**src/rtl/seq_alu_pkg.sv**
```systemverilog
// Shared encodings for the sequential ALU: operation codes, branch compares and FSM states.
// Also holds small helpers that classify operations.
package seq_alu_pkg;

    typedef enum logic [4:0] {
        OP_ADD    = 5'd0,
        OP_SUB    = 5'd1,
        OP_AND    = 5'd2,
        OP_OR     = 5'd3,
        OP_XOR    = 5'd4,
        OP_SLL    = 5'd5,
        OP_SRL    = 5'd6,
        OP_SRA    = 5'd7,
        OP_SLT    = 5'd8,
        OP_SLTU   = 5'd9,
        OP_MUL    = 5'd10,
        OP_MULH   = 5'd11,
        OP_MULHSU = 5'd12,
        OP_MULHU  = 5'd13,
        OP_DIV    = 5'd14,
        OP_DIVU   = 5'd15,
        OP_REM    = 5'd16,
        OP_REMU   = 5'd17
    } alu_op_e;

    typedef enum logic [2:0] {
        BR_NONE = 3'd0,
        BR_BEQ  = 3'd1,
        BR_BNE  = 3'd2,
        BR_BLT  = 3'd3,
        BR_BGE  = 3'd4,
        BR_BLTU = 3'd5,
        BR_BGEU = 3'd6
    } br_op_e;

    typedef enum logic [1:0] {
        ST_IDLE = 2'd0,
        ST_ITER = 2'd1,
        ST_DONE = 2'd2
    } state_e;

    function automatic logic is_md_op(alu_op_e op);
        return (op >= OP_MUL) && (op <= OP_REMU);
    endfunction

    function automatic logic is_div_op(alu_op_e op);
        return (op >= OP_DIV) && (op <= OP_REMU);
    endfunction

    function automatic logic is_quot_op(alu_op_e op);
        return (op == OP_DIV) || (op == OP_DIVU);
    endfunction

endpackage

```
**src/rtl/seq_alu_if.sv**
```systemverilog
// Issue/result handshake bundle between the issuing stage and the sequential ALU.
interface seq_alu_if #(parameter int XLEN = 32);
    logic            in_valid;
    logic            in_ready;
    logic [XLEN-1:0] A;
    logic [XLEN-1:0] B;
    logic [4:0]      alu_op;
    logic [2:0]      br_op;
    logic            out_valid;
    logic            out_ready;
    logic [XLEN-1:0] ALU_C;
    logic            ALU_F;
    logic            busy;

    modport master (
        output in_valid, A, B, alu_op, br_op, out_ready,
        input  in_ready, out_valid, ALU_C, ALU_F, busy
    );

    modport slave (
        input  in_valid, A, B, alu_op, br_op, out_ready,
        output in_ready, out_valid, ALU_C, ALU_F, busy
    );
endinterface

```
**src/rtl/seq_muldiv_iter.sv**
```systemverilog
// Unsigned iterative core: shift-add multiply or restoring divide, one bit per cycle.
// res_hi/res_lo show the post-step value, so they carry the final answer in the cycle done is high.
module seq_muldiv_iter #(
    parameter int XLEN = 32
) (
    input  logic            clk,
    input  logic            rst,
    input  logic            start,
    input  logic [XLEN-1:0] a_mag,
    input  logic [XLEN-1:0] b_mag,
    input  logic            is_div,
    output logic            done,
    output logic [XLEN-1:0] res_hi,
    output logic [XLEN-1:0] res_lo
);
    localparam int CW = $clog2(XLEN);

    logic [XLEN-1:0] hi_reg, lo_reg, b_reg;
    logic            div_reg, run_reg;
    logic [CW-1:0]   cnt_reg;
    logic [XLEN:0]   sum, shifted, diff;

    // hi/lo hold {partial product, multiplier} or {remainder, dividend/quotient}
    always_comb begin
        sum     = {1'b0, hi_reg} + (lo_reg[0] ? {1'b0, b_reg} : '0);
        shifted = {hi_reg, lo_reg[XLEN-1]};
        diff    = shifted - {1'b0, b_reg};
        if (!div_reg) begin
            {res_hi, res_lo} = {sum, lo_reg[XLEN-1:1]};
        end else if (!diff[XLEN]) begin
            res_hi = diff[XLEN-1:0];
            res_lo = {lo_reg[XLEN-2:0], 1'b1};
        end else begin
            res_hi = shifted[XLEN-1:0];
            res_lo = {lo_reg[XLEN-2:0], 1'b0};
        end
    end

    assign done = run_reg && (cnt_reg == CW'(XLEN - 1));

    always_ff @(posedge clk) begin
        if (rst) begin
            hi_reg  <= '0;
            lo_reg  <= '0;
            b_reg   <= '0;
            div_reg <= 1'b0;
            run_reg <= 1'b0;
            cnt_reg <= '0;
        end else if (start) begin
            hi_reg  <= '0;
            lo_reg  <= a_mag;
            b_reg   <= b_mag;
            div_reg <= is_div;
            run_reg <= 1'b1;
            cnt_reg <= '0;
        end else if (run_reg) begin
            hi_reg  <= res_hi;
            lo_reg  <= res_lo;
            cnt_reg <= cnt_reg + 1'b1;
            if (done) begin
                run_reg <= 1'b0;
            end
        end
    end
endmodule

```
**src/rtl/seq_alu.sv**
```systemverilog
// Handshaked RV32I/M ALU: base ops in one registered cycle, M ops iterated over XLEN cycles.
// Signs are stripped before the unsigned core and restored when it finishes.
module seq_alu
    import seq_alu_pkg::*;
#(
    parameter int XLEN  = 32,
    parameter bit MD_EN = 1'b1
) (
    input logic       clk,
    input logic       rst,
    seq_alu_if.slave  bus
);
    localparam int SW = $clog2(XLEN);
    localparam logic [XLEN-1:0] MOST_NEG = {1'b1, {(XLEN-1){1'b0}}};

    state_e          state_reg, state_next;
    alu_op_e         op_reg, op_next, op;
    br_op_e          br;
    logic [XLEN-1:0] res_reg, res_next;
    logic            flag_reg, flag_next;
    logic            sa_reg, sa_next, sb_reg, sb_next;
    logic            accept, start, core_done, md_op, div_special, br_flag, sa, sb;
    logic [XLEN-1:0] core_hi, core_lo, a_mag, b_mag, diff;
    logic [XLEN-1:0] single_res, special_res, fix_res;
    logic [2*XLEN-1:0] prod_fix;

    assign op   = alu_op_e'(bus.alu_op);
    assign br   = br_op_e'(bus.br_op);
    assign diff = bus.A - bus.B;

    assign bus.in_ready  = (state_reg == ST_IDLE) || (state_reg == ST_DONE && bus.out_ready);
    assign bus.out_valid = (state_reg == ST_DONE);
    assign bus.busy      = (state_reg == ST_ITER);
    assign bus.ALU_C     = res_reg;
    assign bus.ALU_F     = flag_reg;
    assign accept        = bus.in_valid && bus.in_ready;

    always_comb begin
        case (br)
            BR_BEQ:  br_flag = (bus.A == bus.B);
            BR_BNE:  br_flag = (bus.A != bus.B);
            BR_BLT:  br_flag = ($signed(bus.A) <  $signed(bus.B));
            BR_BGE:  br_flag = ($signed(bus.A) >= $signed(bus.B));
            BR_BLTU: br_flag = (bus.A <  bus.B);
            BR_BGEU: br_flag = (bus.A >= bus.B);
            default: br_flag = 1'b0;
        endcase
    end

    always_comb begin
        case (op)
            OP_ADD:  single_res = bus.A + bus.B;
            OP_SUB:  single_res = diff;
            OP_AND:  single_res = bus.A & bus.B;
            OP_OR:   single_res = bus.A | bus.B;
            OP_XOR:  single_res = bus.A ^ bus.B;
            OP_SLL:  single_res = bus.A << bus.B[SW-1:0];
            OP_SRL:  single_res = bus.A >> bus.B[SW-1:0];
            OP_SRA:  single_res = $unsigned($signed(bus.A) >>> bus.B[SW-1:0]);
            OP_SLT:  single_res = {{(XLEN-1){1'b0}}, $signed(bus.A) < $signed(bus.B)};
            OP_SLTU: single_res = {{(XLEN-1){1'b0}}, bus.A < bus.B};
            default: single_res = '0;
        endcase
    end

    // Operand signs that the core must see as magnitudes
    always_comb begin
        sa = 1'b0;
        sb = 1'b0;
        case (op)
            OP_MUL, OP_MULH, OP_DIV, OP_REM: begin
                sa = bus.A[XLEN-1];
                sb = bus.B[XLEN-1];
            end
            OP_MULHSU: sa = bus.A[XLEN-1];
            default: ;
        endcase
    end

    assign a_mag = sa ? -bus.A : bus.A;
    assign b_mag = sb ? -bus.B : bus.B;
    assign md_op = MD_EN && is_md_op(op);
    assign div_special = is_div_op(op) && ((bus.B == '0) ||
                         ((op == OP_DIV || op == OP_REM) && bus.A == MOST_NEG && bus.B == '1));

    always_comb begin
        if (bus.B == '0) begin
            special_res = is_quot_op(op) ? '1 : bus.A;
        end else begin
            special_res = is_quot_op(op) ? bus.A : '0;
        end
    end

    assign prod_fix = (sa_reg ^ sb_reg) ? -{core_hi, core_lo} : {core_hi, core_lo};

    always_comb begin
        case (op_reg)
            OP_MUL:                       fix_res = prod_fix[XLEN-1:0];
            OP_MULH, OP_MULHSU, OP_MULHU: fix_res = prod_fix[2*XLEN-1:XLEN];
            OP_DIV, OP_DIVU:              fix_res = (sa_reg ^ sb_reg) ? -core_lo : core_lo;
            OP_REM, OP_REMU:              fix_res = sa_reg ? -core_hi : core_hi;
            default:                      fix_res = '0;
        endcase
    end

    always_comb begin
        state_next = state_reg;
        res_next   = res_reg;
        flag_next  = flag_reg;
        op_next    = op_reg;
        sa_next    = sa_reg;
        sb_next    = sb_reg;
        start      = 1'b0;
        case (state_reg)
            ST_IDLE, ST_DONE: begin
                if (accept) begin
                    flag_next = br_flag;
                    if (md_op && !div_special) begin
                        start      = 1'b1;
                        op_next    = op;
                        sa_next    = sa;
                        sb_next    = sb;
                        state_next = ST_ITER;
                    end else begin
                        res_next   = (md_op && div_special) ? special_res : single_res;
                        state_next = ST_DONE;
                    end
                end else if (state_reg == ST_DONE && bus.out_ready) begin
                    state_next = ST_IDLE;
                end
            end
            ST_ITER: begin
                if (core_done) begin
                    res_next   = fix_res;
                    state_next = ST_DONE;
                end
            end
            default: state_next = ST_IDLE;
        endcase
    end

    always_ff @(posedge clk) begin
        if (rst) begin
            state_reg <= ST_IDLE;
            res_reg   <= '0;
            flag_reg  <= 1'b0;
            op_reg    <= OP_ADD;
            sa_reg    <= 1'b0;
            sb_reg    <= 1'b0;
        end else begin
            state_reg <= state_next;
            res_reg   <= res_next;
            flag_reg  <= flag_next;
            op_reg    <= op_next;
            sa_reg    <= sa_next;
            sb_reg    <= sb_next;
        end
    end

    generate
        if (MD_EN) begin : g_md
            seq_muldiv_iter #(.XLEN(XLEN)) u_iter (
                .clk    (clk),
                .rst    (rst),
                .start  (start),
                .a_mag  (a_mag),
                .b_mag  (b_mag),
                .is_div (is_div_op(op)),
                .done   (core_done),
                .res_hi (core_hi),
                .res_lo (core_lo)
            );
        end else begin : g_no_md
            assign core_done = 1'b0;
            assign core_hi   = '0;
            assign core_lo   = '0;
        end
    endgenerate
endmodule

```
**src/flat_wrapper.sv**
```systemverilog
// flat-port wrapper written by rule: the top's interface ports become plain ports
module seq_alu_flat import seq_alu_pkg::*;
#(
    parameter int XLEN  = 32,
    parameter bit MD_EN = 1'b1
)
  (clk, rst, bus_in_valid, bus_A, bus_B, bus_alu_op, bus_br_op, bus_out_ready, bus_in_ready, bus_out_valid, bus_ALU_C, bus_ALU_F, bus_busy);
  seq_alu_if #(.XLEN(XLEN)) bus_i ();
  input logic clk;
  input logic rst;
  input wire logic [$bits(bus_i.in_valid)-1:0] bus_in_valid;
  input wire logic [$bits(bus_i.A)-1:0] bus_A;
  input wire logic [$bits(bus_i.B)-1:0] bus_B;
  input wire logic [$bits(bus_i.alu_op)-1:0] bus_alu_op;
  input wire logic [$bits(bus_i.br_op)-1:0] bus_br_op;
  input wire logic [$bits(bus_i.out_ready)-1:0] bus_out_ready;
  output wire logic [$bits(bus_i.in_ready)-1:0] bus_in_ready;
  output wire logic [$bits(bus_i.out_valid)-1:0] bus_out_valid;
  output wire logic [$bits(bus_i.ALU_C)-1:0] bus_ALU_C;
  output wire logic [$bits(bus_i.ALU_F)-1:0] bus_ALU_F;
  output wire logic [$bits(bus_i.busy)-1:0] bus_busy;
  assign bus_i.in_valid = bus_in_valid;
  assign bus_i.A = bus_A;
  assign bus_i.B = bus_B;
  assign bus_i.alu_op = bus_alu_op;
  assign bus_i.br_op = bus_br_op;
  assign bus_i.out_ready = bus_out_ready;
  assign bus_in_ready = bus_i.in_ready;
  assign bus_out_valid = bus_i.out_valid;
  assign bus_ALU_C = bus_i.ALU_C;
  assign bus_ALU_F = bus_i.ALU_F;
  assign bus_busy = bus_i.busy;
  seq_alu #(.XLEN(XLEN), .MD_EN(MD_EN)) u_core (.clk(clk), .rst(rst), .bus(bus_i));
endmodule
```
**config.mk**
```make
export PLATFORM = sky130hd
export DESIGN_NAME = seq_alu_flat
export DESIGN_NICKNAME = d
export VERILOG_FILES = /design/src/rtl/seq_alu_pkg.sv /design/src/rtl/seq_alu_if.sv /design/src/rtl/seq_muldiv_iter.sv /design/src/rtl/seq_alu.sv /design/src/flat_wrapper.sv
export SDC_FILE = /design/constraint.sdc
export NUM_CORES = 1
export LEC_CHECK = 0
export CELL_PAD_IN_SITES_DETAIL_PLACEMENT = 2
export CELL_PAD_IN_SITES_GLOBAL_PLACEMENT = 2
export CORE_MARGIN = 2
export CORE_UTILIZATION = 40
export CTS_CLUSTER_DIAMETER = 40
export DETAILED_ROUTE_END_ITERATION = 8
export DONT_BUFFER_PORTS = 1
export PLACE_DENSITY_LB_ADDON = 0.1
export SETUP_SLACK_MARGIN = 0.05
export SYNTH_ARGS = -nofsm -noshare
export SYNTH_HDL_FRONTEND = slang
export SYNTH_SLANG_ARGS = --single-unit
```
**constraint.sdc**
```tcl
create_clock -name clk -period 8.6 [get_ports clk]
set_clock_uncertainty 0.2 [all_clocks]
set_input_delay 0.86 -clock clk [delete_from_list [all_inputs] [get_ports clk]]
set_output_delay 0.86 -clock clk [all_outputs]
set_load 0.03 [all_outputs]
```
==> impl_metrics.ini, run 1 <==
[detailed_routing]
vias = 28900
drt_iter0_drc = 3069
ant_nets = 0
wirelength_microns = 148000
drcViolationCount = 0
viasPerCell = 7.20
drtPass1Iterations = 6
wl_per_cell_microns = 36.8

[logic_synthesis]
yosysWarnings = 0
yosysUniqueCellTypes = 125
netlist_instances = 3413
synthFlopType = dfxtp_1
synth.net_count = 3661
synth-seq-cells = 145
synth_area_sq_um = 23600
avgSynthCellArea_sq_um = 6.91
synthArstFlopShare_pct = 0
synth_edf_count = 0
ys_seq_area_share_pct = 12.3

[pwr]
power.leakage_uw = 0.00913
powerDensity_nw_per_um2 = 129
p_int_uw = 1590
switching_share_pct = 49.6
power.share.sequential_pct = 24.8
peakVddDrop_uv = 163
p_comb_share_pct = 49.6
clkPwrFrac_pct = 25.7
switching_power_uw = 1570

[grt]
grt_first_pass_wirelength_microns = 213000
antenna_found_initial = 7
grt_overflow = 0
grt_use_total_pct = 47.5
grt_pass1_vias = 30200
grt_max_degree = 119

[job]
max-cap-violations = 0

[floorplan]
initial_utilization_pct = 40.6
num_rows = 88
die_w_microns = 247
die_area_sq_um = 60900
die_h_microns = 247
core-area_sq_um = 58000
io_pins = 112

[clock_tree]
clkTransAtPathRegs_ns = 0.08
h-tree-depth = 4
cts_sinks = 145
numCtsBuffers = 17
cts_resized = 0
cts_setup_buffers = 0
cts_hold_buffers = 0
worstSkewPairLatency_ns = 0.48
cts_tree = yes
clk_path_buf_depth = 2
cts_root_buf = clkbuf_16

[cells_and_area]
fin_area_sq_um = 24500
final_cells = 4020
fin_nets = 3487
drive_gt1_share_pct = 6.43
final_core_util_pct = 42.2
area_growth_pct = 3.87
nFillCells = 6941

[sta]
slew_headroom_pct = 24.2
tightestPinTransition_ns = 1.13
rsz0062_at_grt = no
setup_viol = 0
tns_ns = 0
period_share_pct = 74.0
fin_crit_ns = 6.36
slew_violations = 0
max_freq_ghz = 0.157
final-hold-violation-count = 0

[worst_setup_path]
ff2ff_path_depth = 22
endpoint = u_core.bus.ALU_C[20]
arrival_ns = 6.55
r2r_slack_ns = 2.24
required_ns = 8.79
setup.worst_path.start = u_core.g_md.u_iter.lo_reg[31]
crit_path_start_kind = flop
timing.rr.start = u_core.g_md.u_iter.lo_reg[31]
criticalPathCategory = flop to flop
path_max_fanout = 20
crit_path_end_kind = flop
worstReg2RegEnd = u_core.bus.ALU_C[20]

[hold_path]
hp-class = flop to flop

[status]
status = complete, no violations

[placed_design]
dp_hpwl_microns = 114000
placed_area_sq_um = 23900
globalplace.congestion = 1.08
io_buffers = 0
dp.cells = 3985
-- routing by layer --
metal / global-route usage, % / vias up / routed length, microns
met5: 0 / - / 46
li1: - / 12200 / -
met1: 54.0 / 14600 / 55700
met2: 76.0 / 1577 / 65900
met3: 12.6 / 521 / 13100
met4: 36.7 / 6 / 13200
-- layout make-up --
type                       count  area (sq um)  share of cell area, %
antenna                        3          7.51                 0.0307
clock buffer                  17           425                   1.74
clock inverter                15           166                  0.679
inverter                     163           612                   2.50
multi-input combinational   2860         19000                   77.7
sequential                   145          2910                   11.9
tap                          765           957                   3.91
timing repair buffer          52           390                   1.59
-- Yosys cell counts (all sizes together), types with 24 or more instances --
master  instances  area share (%)
a21o           32             1.0
a31oi          51             1.5
buf            47             1.1
o211ai         55             1.9
a21oi         345             7.4
nand2         275             4.4
nor2          428             6.9
dfxtp         145              12
nand4          49             1.3
xnor2         134             5.0
inv           161             2.6
nand3          50             1.1
and2           45             1.2
nand2b         29            0.77
mux2i         129             5.5
nor3           94             2.3
a211oi        116             3.8
ha            168             8.9
clkbuf        198             3.6
a221oi         25            0.93
o31ai          33             1.1
xor2           55             2.0
o21ai         298             6.4
a221o          28             1.2
nor4           31            0.98
nor2b          24            0.64
-- logic make-up (layout without fill, tap and decap cells) --
family	count (synthesis)	after routing	share of synthesized area, %
flip-flops	145	145	12.3
buffers and inverters	408	247	7.31
adder cells (fa/ha/maj)	172	172	9.25
other	0	3	0
AND/OR/NAND/NOR	1123	1123	22.7
AO/OA/AOI/OAI	1227	1227	34.4
XOR/XNOR	189	189	7.02
multiplexers	149	149	7.00
-- through the flow --
stage                     power (uW)  hold WS, ns  worst slack [ns]
after floorplan                 1810        0.240              3.47
after global placement          2210        0.247              2.57
after detailed placement        2270        0.270              2.49
after CTS                       3090        0.259              2.38
after global routing            3240        0.270              2.04
final                           3160        0.277              2.24
-- power groups by stage --
stage | clock network, uW | logic (uW) | registers [uW]
floorplan | 0 | 1040 | 767
global placement | 0 | 1420 | 788
detailed placement | 0 | 1480 | 792
CTS | 803 | 1500 | 778
global route | 824 | 1630 | 784
finish | 810 | 1560 | 782
-- cells in the final DEF (no fill, tap or decap), drive strengths merged, types with 14 or more instances in the layout --
master	n
o41ai	14
a21oi	345
nor2b	24
o22ai	23
o21ai	298
nor4	31
o21a	19
a221o	28
o21bai	19
nand2	275
a21o	32
nor2	428
o31ai	33
o221ai	14
a22oi	23
clkbuf	17
nand3	50
and2	45
dfxtp	145
inv	170
buf	52
xnor2	134
a31oi	51
nor3	94
ha	168
a221oi	25
nand2b	29
and3	18
or3	21
o211ai	55
nand4	49
mux2i	129
xor2	55
or2	14
a211oi	116
-- worst min path at each step --
| stage | depth (start not counted) | startpoint | to | slack, ns |
|---|---|---|---|---|
| 3_5_place_dp | 2 | u_core.g_md.u_iter.b_reg[20] | u_core.g_md.u_iter.b_reg[20] | 0.27 |
| 3_3_place_gp | 2 | u_core.g_md.u_iter.b_reg[22] | u_core.g_md.u_iter.b_reg[22] | 0.25 |
| 6_report | 2 | u_core.g_md.u_iter.b_reg[20] | u_core.g_md.u_iter.b_reg[20] | 0.28 |
| 5_1_grt | 1 | rst | u_core.g_md.u_iter.b_reg[22] | 0.27 |
| 2_1_floorplan | 2 | u_core.g_md.u_iter.b_reg[22] | u_core.g_md.u_iter.b_reg[22] | 0.24 |
| 4_1_cts | 1 | rst | u_core.g_md.u_iter.b_reg[16] | 0.26 |
-- critical path, cell delays in order (launching register included) --
cell and delay (ns):
dfxtp_1 0.39, inv_1 0.09, ha_1 0.22, inv_1 0.08
fa_1 0.24, a211oi_1 0.10, o21ai_2 0.37, o2111ai_2 0.28
a21bo_4 0.34, a21oi_2 0.16, buf_4 0.33, nor2_2 0.12
a21oi_1 0.30, ha_1 0.30, or3b_2 0.49, nor2_1 0.16
and2_1 0.37, nand2_1 0.23, o21ai_0 0.78, a21oi_1 0.17
nand2_1 0.13, o21ai_0 0.18, o221ai_1 0.23
Power figures use the tool's default switching activity.
==> run 2, diff against run 1 <==
- CORE_UTILIZATION: 40 -> 38
- clock period: 8.6 -> 6.5 ns (I/O delays scaled with it)
==> run 2 against run 1 <==
  * Via count down 2.6%
  * Cell count grew 1.3%
  * Non-clock buffer count grew 30
  * Maximum frequency up 2.2%
  * Global-route usage down 4.3 points
  * Sequential share of layout area decreased by 0.15 points
  * Core utilization shrank 1.9 points
  * Combinational power is 31% higher
  * Sequential cell count is the same
  * Clock-buffer cell count unchanged
==> impl_metrics.ini, run 2 (synthesized netlist as in run 1, its figures left out) <==
[sta]
slew_violations = 0
slew_headroom_pct = 23.2
setup_viol = 0
max_freq_ghz = 0.161
rsz0062_at_grt = no
fin_crit_ns = 6.23
tns_ns = 0
tightestPinTransition_ns = 1.15
final-hold-violation-count = 0
period_share_pct = 95.8

[hold_path]
hp-class = primary input to flop
hp-start = rst

[detailed_routing]
wl_per_cell_microns = 34.8
drtPass1Iterations = 6
wirelength_microns = 142000
viasPerCell = 6.92
drcViolationCount = 0
drt_iter0_drc = 2751
ant_nets = 0
vias = 28200

[pwr]
power.share.sequential_pct = 24.7
p_int_uw = 2140
power.total_uw = 4170
peakVddDrop_uv = 216
switching_share_pct = 48.8
powerDensity_nw_per_um2 = 168
switching_power_uw = 2040
p_comb_share_pct = 49.0
clkPwrFrac_pct = 26.2
power.leakage_uw = 0.00929

[worst_setup_path]
crit_path_start_kind = flop
timing.rr.start = u_core.g_md.u_iter.lo_reg[0]
path_max_fanout = 18
arrival_ns = 6.45
required_ns = 6.72
criticalPathCategory = flop to flop
setup.worst_path.start = u_core.g_md.u_iter.lo_reg[0]
crit_path_end_kind = flop

[floorplan]
die_w_microns = 253
initial_utilization_pct = 38.4
num_rows = 91
io_pins = 112
die_area_sq_um = 64100
die_h_microns = 253
core-area_sq_um = 61500

[grt]
antenna_found_initial = 2
grt_pass1_vias = 29100
grt_max_degree = 119
grt_use_total_pct = 43.3
grt_first_pass_wirelength_microns = 204000
grt_overflow = 0

[placed_design]
io_buffers = 0
dp_hpwl_microns = 112000
placed_area_sq_um = 24100
globalplace.congestion = 1.06

[cells_and_area]
fin_nets = 3517
area_growth_pct = 5.16
drive_gt1_share_pct = 7.31
final_common_cell = nor2_1
final_core_util_pct = 40.3
fin_area_sq_um = 24800
final_cell_mix = nor2_1, a21oi_1, o21ai_0

[clock_tree]
cts_sinks = 145
clkTransAtPathRegs_ns = 0.09
cts_root_buf = clkbuf_16
h-tree-depth = 4
cts_tree = yes
clk_path_buf_depth = 2
worstSkewPairLatency_ns = 0.48
numCtsBuffers = 17
cts_hold_buffers = 0
cts_setup_buffers = 0
cts_resized = 0

[job]
max-cap-violations = 0

[status]
status = complete, no violations
==> run 2: cell count changes in the layout (fill, tap and decap cells not counted) <==
cell and delta:
buf_4 +30, clkinv_2 -1, clkinv_4 +1, clkinv_8 +2, clkinvlp_4 -1, diode_2 -1, inv_12 +2, inv_6 -3
nor3_1 -1, nor3_2 +1, xnor2_2 -1, xnor2_4 +1
==> run 2: final timing paths <==
check,to,depth (start not counted),slack (ns)
max,u_core.bus.ALU_C[31],17,0.27
min reg2reg,u_core.g_md.u_iter.b_reg[22],2,0.27
min,u_core.g_md.u_iter.b_reg[22],1,0.07
max reg2reg,u_core.bus.ALU_C[31],17,0.27
==> run 2: per-layer routing <==
| layer | wire, microns | global-route usage (%) | up-vias | part of all wire [%] |
|---|---|---|---|---|
| met2 | 63500 | 69.2 | 1255 | 45 |
| met5 | 0 | 0 | - | 0 |
| met3 | 10600 | 7.93 | 424 | 7.5 |
| li1 | - | - | 12300 | - |
| met1 | 55800 | 52.1 | 14300 | 39 |
| met4 | 12000 | 31.3 | 0 | 8.5 |
==> run 2: cell type report <==
class                   instances  area, sq um
diodes                          2         5.00
clock buffers                  17          425
clock inverters                15          201
fillers                      7438        36700
inverters                     163          612
multi-input cells            2860        19000
flip-flops and latches        145         2910
well taps                     790          988
repair buffers                 82          616
==> run 2: power groups by stage <==
stage / combinational, uW / sequential (uW) / clock [uW]
after detailed placement: 1960 / 1050 / 0
after global placement: 1890 / 1050 / 0
after global routing: 2160 / 1040 / 1130
after CTS: 1980 / 1030 / 1100
after floorplan: 1380 / 1020 / 0
final: 2050 / 1030 / 1100
==> run 2: worst max-delay path: stages, from the launching register on <==
cell	delay (ns)
dfxtp_1	0.54
buf_4	0.32
and2_1	0.19
ha_1	0.28
a21oi_1	0.40
o211ai_1	0.18
a41oi_1	0.44
o211a_1	0.35
o221ai_1	0.38
nor2_1	0.32
xor2_1	0.17
mux2i_1	0.12
buf_4	0.21
nor3_1	0.85
nand4_1	0.24
o211a_1	0.28
a211oi_1	0.47
a221o_1	0.19
==> run 2: metrics by stage <==
step | hold WS [ns] | worst slack, ns | instances
6_report | 0.0684 | 0.274 | 4074
3_3_place_gp | 0.249 | 0.672 | 4036
2_1_floorplan | 0.240 | 1.52 | 3413
4_1_cts | 0.0505 | 0.357 | 4068
3_5_place_dp | 0.256 | 0.403 | 4036
5_1_grt | 0.0608 | 0.180 | 4072
